===== src/rtl/display_scan_driver.sv =====
// Time-multiplexed scan driver for a 4-digit 7-segment display and a 5-column LED matrix.
// Frames are double-buffered and swapped only at scan wraps, so a displayed frame never tears.
module display_scan_driver #(
  parameter int PRESCALE = 50000,
  parameter int BLANK    = 1
) (
  input  logic        clk,
  input  logic        rst,
  input  logic        load,
  input  logic [31:0] seg_in,
  input  logic [34:0] mat_in,
  output logic [7:0]  seg_out,
  output logic [3:0]  digit_en,
  output logic [6:0]  row_out,
  output logic [4:0]  col_en,
  output logic        frame_done
);

  localparam int CW = (PRESCALE > 2) ? $clog2(PRESCALE) : 1;
  localparam logic [CW-1:0] CNT_LAST  = CW'(PRESCALE - 1);
  localparam logic [CW-1:0] BLANK_CNT = CW'(BLANK);

  logic [CW-1:0] cnt_reg, cnt_next;
  logic [1:0]    dig_idx_reg, dig_idx_next;
  logic [2:0]    col_idx_reg, col_idx_next;
  logic [31:0]   active_seg_reg, active_seg_next;
  logic [31:0]   pend_seg_reg, pend_seg_next;
  logic          seg_pend_reg, seg_pend_next;
  logic [34:0]   active_mat_reg, active_mat_next;
  logic [34:0]   pend_mat_reg, pend_mat_next;
  logic          mat_pend_reg, mat_pend_next;
  logic          frame_done_reg, frame_done_next;

  logic slot_end;
  logic dig_wrap;
  logic col_wrap;

  assign slot_end = (cnt_reg == CNT_LAST);
  assign dig_wrap = slot_end && (dig_idx_reg == 2'd3);
  assign col_wrap = slot_end && (col_idx_reg == 3'd4);

  // Scan position: counter within a slot plus the digit and column indices.
  always_comb begin
    cnt_next     = cnt_reg + CW'(1);
    dig_idx_next = dig_idx_reg;
    col_idx_next = col_idx_reg;
    if (slot_end) begin
      cnt_next     = '0;
      dig_idx_next = dig_idx_reg + 2'd1;
      col_idx_next = (col_idx_reg == 3'd4) ? 3'd0 : col_idx_reg + 3'd1;
    end
  end

  // A load on a wrap edge bypasses the pending buffer and goes live immediately.
  always_comb begin
    pend_seg_next   = pend_seg_reg;
    seg_pend_next   = seg_pend_reg;
    active_seg_next = active_seg_reg;
    if (load) begin
      pend_seg_next = seg_in;
      seg_pend_next = 1'b1;
    end
    if (dig_wrap) begin
      if (load) begin
        active_seg_next = seg_in;
        seg_pend_next   = 1'b0;
      end else if (seg_pend_reg) begin
        active_seg_next = pend_seg_reg;
        seg_pend_next   = 1'b0;
      end
    end
  end

  always_comb begin
    pend_mat_next   = pend_mat_reg;
    mat_pend_next   = mat_pend_reg;
    active_mat_next = active_mat_reg;
    if (load) begin
      pend_mat_next = mat_in;
      mat_pend_next = 1'b1;
    end
    if (col_wrap) begin
      if (load) begin
        active_mat_next = mat_in;
        mat_pend_next   = 1'b0;
      end else if (mat_pend_reg) begin
        active_mat_next = pend_mat_reg;
        mat_pend_next   = 1'b0;
      end
    end
  end

  assign frame_done_next = col_wrap;

  always_ff @(posedge clk) begin
    if (rst) begin
      cnt_reg        <= '0;
      dig_idx_reg    <= '0;
      col_idx_reg    <= '0;
      active_seg_reg <= '0;
      pend_seg_reg   <= '0;
      seg_pend_reg   <= 1'b0;
      active_mat_reg <= '0;
      pend_mat_reg   <= '0;
      mat_pend_reg   <= 1'b0;
      frame_done_reg <= 1'b0;
    end else begin
      cnt_reg        <= cnt_next;
      dig_idx_reg    <= dig_idx_next;
      col_idx_reg    <= col_idx_next;
      active_seg_reg <= active_seg_next;
      pend_seg_reg   <= pend_seg_next;
      seg_pend_reg   <= seg_pend_next;
      active_mat_reg <= active_mat_next;
      pend_mat_reg   <= pend_mat_next;
      mat_pend_reg   <= mat_pend_next;
      frame_done_reg <= frame_done_next;
    end
  end

  // Split the active frames into per-digit and per-column patterns.
  logic [7:0] seg_slice [4];
  logic [6:0] mat_slice [5];

  genvar gi;
  generate
    for (gi = 0; gi < 4; gi++) begin : g_seg_slice
      assign seg_slice[gi] = active_seg_reg[8*gi +: 8];
    end
    for (gi = 0; gi < 5; gi++) begin : g_mat_slice
      assign mat_slice[gi] = active_mat_reg[7*gi +: 7];
    end
  endgenerate

  logic blank;
  assign blank = (cnt_reg < BLANK_CNT);

  always_comb begin
    seg_out  = '0;
    digit_en = '0;
    row_out  = '0;
    col_en   = '0;
    if (!blank) begin
      seg_out  = seg_slice[dig_idx_reg];
      digit_en = 4'(1) << dig_idx_reg;
      row_out  = mat_slice[col_idx_reg];
      col_en   = 5'(1) << col_idx_reg;
    end
  end

  assign frame_done = frame_done_reg;

endmodule


===== config.mk =====
export PLATFORM = sky130hd
export DESIGN_NAME = display_scan_driver
export DESIGN_NICKNAME = d
export VERILOG_FILES = /design/src/rtl/display_scan_driver.sv
export SDC_FILE = /design/constraint.sdc
export NUM_CORES = 1
export LEC_CHECK = 0
export BUFFER_PORTS_ARGS = -buffer_cell sky130_fd_sc_hd__buf_2
export CAP_MARGIN = 20
export CORE_MARGIN = 3
export CORE_UTILIZATION = 62
export CTS_CLUSTER_DIAMETER = 60
export DETAILED_ROUTE_END_ITERATION = 12
export PLACE_DENSITY = 0.95
export SYNTH_ARGS = -nofsm -noshare
export SYNTH_HDL_FRONTEND = slang
export SYNTH_SLANG_ARGS = --single-unit

===== constraint.sdc =====
create_clock -name clk -period 4.7 [get_ports clk]
set_clock_uncertainty 0.15 [all_clocks]
set_input_delay 0.235 -clock clk [delete_from_list [all_inputs] [get_ports clk]]
set_output_delay 0.235 -clock clk [all_outputs]
set_load 0.01 [all_outputs]

# Word-level counts from Yosys, hierarchy flattened
# Cells that the tools add are included.
# classes
n_addsub	3
magnitude_cmp	3
n_eq_ne	3
shift	2
muxes	23
bitwise	2
reduce_logical	7
# ops
cell	count
35-bit two-way mux	2
32-bit two-way mux	2
8-bit two-way mux	3
7-bit binary-select mux with 3-bit select	1
7-bit two-way mux	3
16-bit by 1-bit adder with 16-bit output, second input constant	1
8-bit binary-select mux with 2-bit select	1
16-bit == test, second input constant	1
16-bit by 1-bit less-than comparator with 1-bit output, second input constant	1
1-bit two-way mux	8
5-bit two-way mux	1
1-bit by 3-bit << shifter with 5-bit output, first input constant	1
4-bit >= comparator, second input constant	1
4-bit two-way mux	1
3-bit NOT with 4-bit output	1
2-bit AND reduction	2
2-bit nonzero test	2
1-bit by 2-bit << shifter with 4-bit output, first input constant	1
3-bit by 1-bit adder with 3-bit output, second input constant	1
3-bit == test, second input constant	1
3-bit >= comparator, second input constant	1
3-bit two-way mux	1
2-bit NOT with 3-bit output	1
2-bit by 1-bit adder with 2-bit output, second input constant	1
other kinds (3)	4
# word_totals
register_bits	158
in_bits	70

# Depth between registers and ports, before layout
# depth
depth_word	5
mapped_depth	8
ltp_nobuf	6

# Worst setup path after synthesis
# No wires, ideal clock.
# synth_timing
kind	reg-to-reg
from	reg cnt_reg[13]
to	reg active_seg_reg[10]
setup_ps	121
t_arrival_ps	2426
path_slack_ps	2003
path_stages_with_launch	8
n_path_buf	3
synth_period_minus_slack_ps	2697
path_cell_list	dfxtp_1 or4_1 or4_1 buf_2 or3_1 buf_2 buf_6 mux2_4
# synth_between
elab_chain_len	3
# synth_lines
item	line_no	rtl
start: declaration	23	logic [CW-1:0] cnt_reg, cnt_next;
start signal: assignment	108	cnt_reg <= cnt_next;
16-bit == test	38	assign slot_end = (cnt_reg == CNT_LAST);
1-bit logical AND	39	assign dig_wrap = slot_end && (dig_idx_reg == 2'd3);
2-bit AND reduction (no source line)	--	
end signal: assignment	111	active_seg_reg <= active_seg_next;
end: declaration	26	logic [31:0] active_seg_reg, active_seg_next;
# Every way passes these cells.
# A chain may end at the register's enable or synchronous reset.

# Worst setup path in the final report
# layout_timing
from	reg cnt_reg[13]
to	reg active_seg_reg[3]
# Same word-level chain as after synthesis.

==> run metrics <==
starting density of the core approximately 65%; R2R Path End active_seg_reg[3]$_SDFFE_PP0P_; Ys Warns 0; Reg2Reg Setup Slack 1190 ps; Placer Congestion 0.860; Die Width between 100 and 150 um; total grt overflow 0; DRC Markers 0; placed insts 824; WP data required 4970 ps; # port buffers 94; RSZ-0062 raised after global routing false; post-synthesis xor/xnor area fraction 1.81%; crit share post-route 74.7%; share of post-route cells with drive strength above 1 27.4%; DR vias/cell just under 6; power density cells ~330 mW/mm2; Switch Pwr 0.000700 W; post-CTS sizing 0; initial antenna violation count 0; Worst Tran Pin Value 1050 ps; flops & latches, synth between 150 and 200; vias between 5000 and 6000; later-pin clock latency in the skew report roughly 540 ps; I/O pins 95; Simple-Gate Fraction of Synth Area between 10% and 20%; Nets 855; Netlist Area Pre-Place 0.00679 mm2; fmax ~280 MHz; # rows 37; combinational power share 7.6%; mux cell area share after synthesis 27.8%; max_slew headroom 29.9%; number of global-route vias before repair slightly below 6000; Crit path arrival time 3780 ps; Crit Path Max Fanout 32; Worst Hold End dig_idx_reg[0]$_SDFFE_PP0N_; htree depth 4; total clock sinks 158; Starting DRT DRC Count 441; Placed Area 0.00728 mm2; Critical Path Sink Type register; Hold-fix buffers, CTS 67; Pre-Repair DR Iteration Count 7; synth unique cells 33; largest net degree at the start of global routing 109; Synth area leaders dfxtp_1 47%, mux2i_1 10%, nor2b_1 7.3%; Switching Share 24.7%; final HPWL from detailed placement 9710 um; Total GRT Usage 30.4%; die area 0.0122 mm2; drt wl/cell 19.8 um; final hold violations 0; PnR worst setup slack 1190 ps; FF-to-FF Start cnt_reg[13]$_SDFF_PP0_; Max-cap violations 0; Synth Area per Inst 10.7 um2; number of buffers created by CTS 17; Post-Synthesis Net Count a little over 700; P&R area growth vs syn 24.7%; post-CTS setup buffers 0; total power between 0.002 and 0.003 W; Setup Viol. Count Final 0; outcome completed; Worst Hold Class input pin to register; core area 0.0105 mm2; Post-synth EDFFs 0; clk root buf clkbuf_8; Clk network pwr share around 43%; Synth Area in Compound Gates 0.885%; Mapped Cells 633; routed wire length 18300 um; Post-Layout Cell Count roughly 900; ANT nets after route 0; share of Yosys cell area claimed by the top area cell type 46.6%; Final Instance Area 0.00846 mm2; largest family of logic cells by synthesized area multiplexers; most frequent cells in the layout 158 x dfxtp_1, 93 x nor2_1, 92 x buf_2; CTS tree yes; internal power 0.00213 W; min-delay src rst; worst hold path depth 2; Worst VDD drop 0.000290 V; power share of the sequential group 49.1%; adder-cell share of the synthesized area roughly 2.0%; crit path launch type register; Synth area leader dfxtp_1; path type of the worst setup path register to register; leakage 3.75 nW; Synth Flop Type dfxtp_1; first-pass GRT wire length 29600 um; Max Root-Sink Buffers 2; commonest non-fill, non-tap cell in the layout dfxtp_1; Die Span Y 111 um; Seq/Total Area, Yosys between 40% and 50%; Tmin final roughly 3500 ps; worst reg-to-reg path cell count 4; fraction of registers with async set/reset 0%; # diodes 0; Pins Over Slew Limit 0; Post-Route Setup TNS 0 ps; Place WS 1280 ps; CTS clk-pin slew, worst paths roughly 60 ps
-- cell families after synthesis --
logic type               after synthesis
AND/OR/NAND/NOR                      234
flip-flops                           158
multiplexers                         150
buffers and inverters                 54
XOR/XNOR                              14
AO/OA/AOI/OAI                         12
adder cells (fa/ha/maj)               11
-- worst max-delay path, cell delays in order (launching register included) --
cell	delay, ps
dfxtp_1	340
or4_1	580
or4_1	840
or3_2	1020
mux2_4	470
-- metal layers --
layer	part of all wire, %	track usage (%)	vias up
met2	52	54.6	269
met5	0	0	-
li1	-	-	2416
met1	38	33.3	2561
met4	4.2	16.0	0
met3	5.6	6.74	77
-- final cells by class --
| class | count | area, um2 |
|---|---|---|
| clock buffer | 20 | 425 |
| inverter | 11 | 41.3 |
| multi-input combinational | 421 | 3400 |
| sequential | 158 | 3160 |
| fill | 520 | 2000 |
| timing repair buffer | 165 | 1180 |
| clock inverter | 12 | 88.8 |
| tap | 136 | 170 |
-- stage by stage --
stage,hold WS [ps],utilization [%]
global route,251,80.9
global placement,306,69.6
CTS,209,80.9
floorplan,261,-
detailed placement,340,69.6
finish,228,80.9
-- power groups by stage --
stage | logic (W) | clock network [W] | registers, W
2_1_floorplan | 0.000104 | 0 | 0.00141
4_1_cts | 0.000207 | 0.00121 | 0.00139
5_1_grt | 0.000231 | 0.00128 | 0.00139
3_3_place_gp | 0.000152 | 0 | 0.00142
6_report | 0.000215 | 0.00123 | 0.00139
3_5_place_dp | 0.000160 | 0 | 0.00142
-- synthesized netlist by cell type (2+ instances only) --
master      n
buf_6       3
ha_1       11
xnor2_1    11
a21oi_1    11
buf_1      10
nor2b_1    79
nor3_1      8
mux2i_1    68
nand3_1    13
mux2_4     30
nand2_1    16
or2_2       3
inv_1      10
dfxtp_1   158
nand4_1     5
nor3b_1     3
nor4_1      3
nor2_1     93
clkbuf_1   25
mux4_2     15
xor2_1      3
or3_1       3
buf_2       5
mux2_2     37
or4_1       2
-- how the worst max path moves through the flow --
stage | from | cells past startpoint | to | slack (ps)
after floorplan | cnt_reg[13]$_SDFF_PP0_ | 7 | active_seg_reg[10]$_SDFFE_PP0P_ | 2000
after detailed placement | cnt_reg[13]$_SDFF_PP0_ | 4 | active_seg_reg[30]$_SDFFE_PP0P_ | 1280
after CTS | cnt_reg[13]$_SDFF_PP0_ | 4 | active_seg_reg[3]$_SDFFE_PP0P_ | 1240
after global routing | cnt_reg[13]$_SDFF_PP0_ | 4 | active_seg_reg[3]$_SDFFE_PP0P_ | 1110
final | cnt_reg[13]$_SDFF_PP0_ | 4 | active_seg_reg[3]$_SDFFE_PP0P_ | 1190
after global placement | cnt_reg[13]$_SDFF_PP0_ | 4 | active_seg_reg[13]$_SDFFE_PP0P_ | 1350
Note: power is estimated with default switching activity, not from simulation.
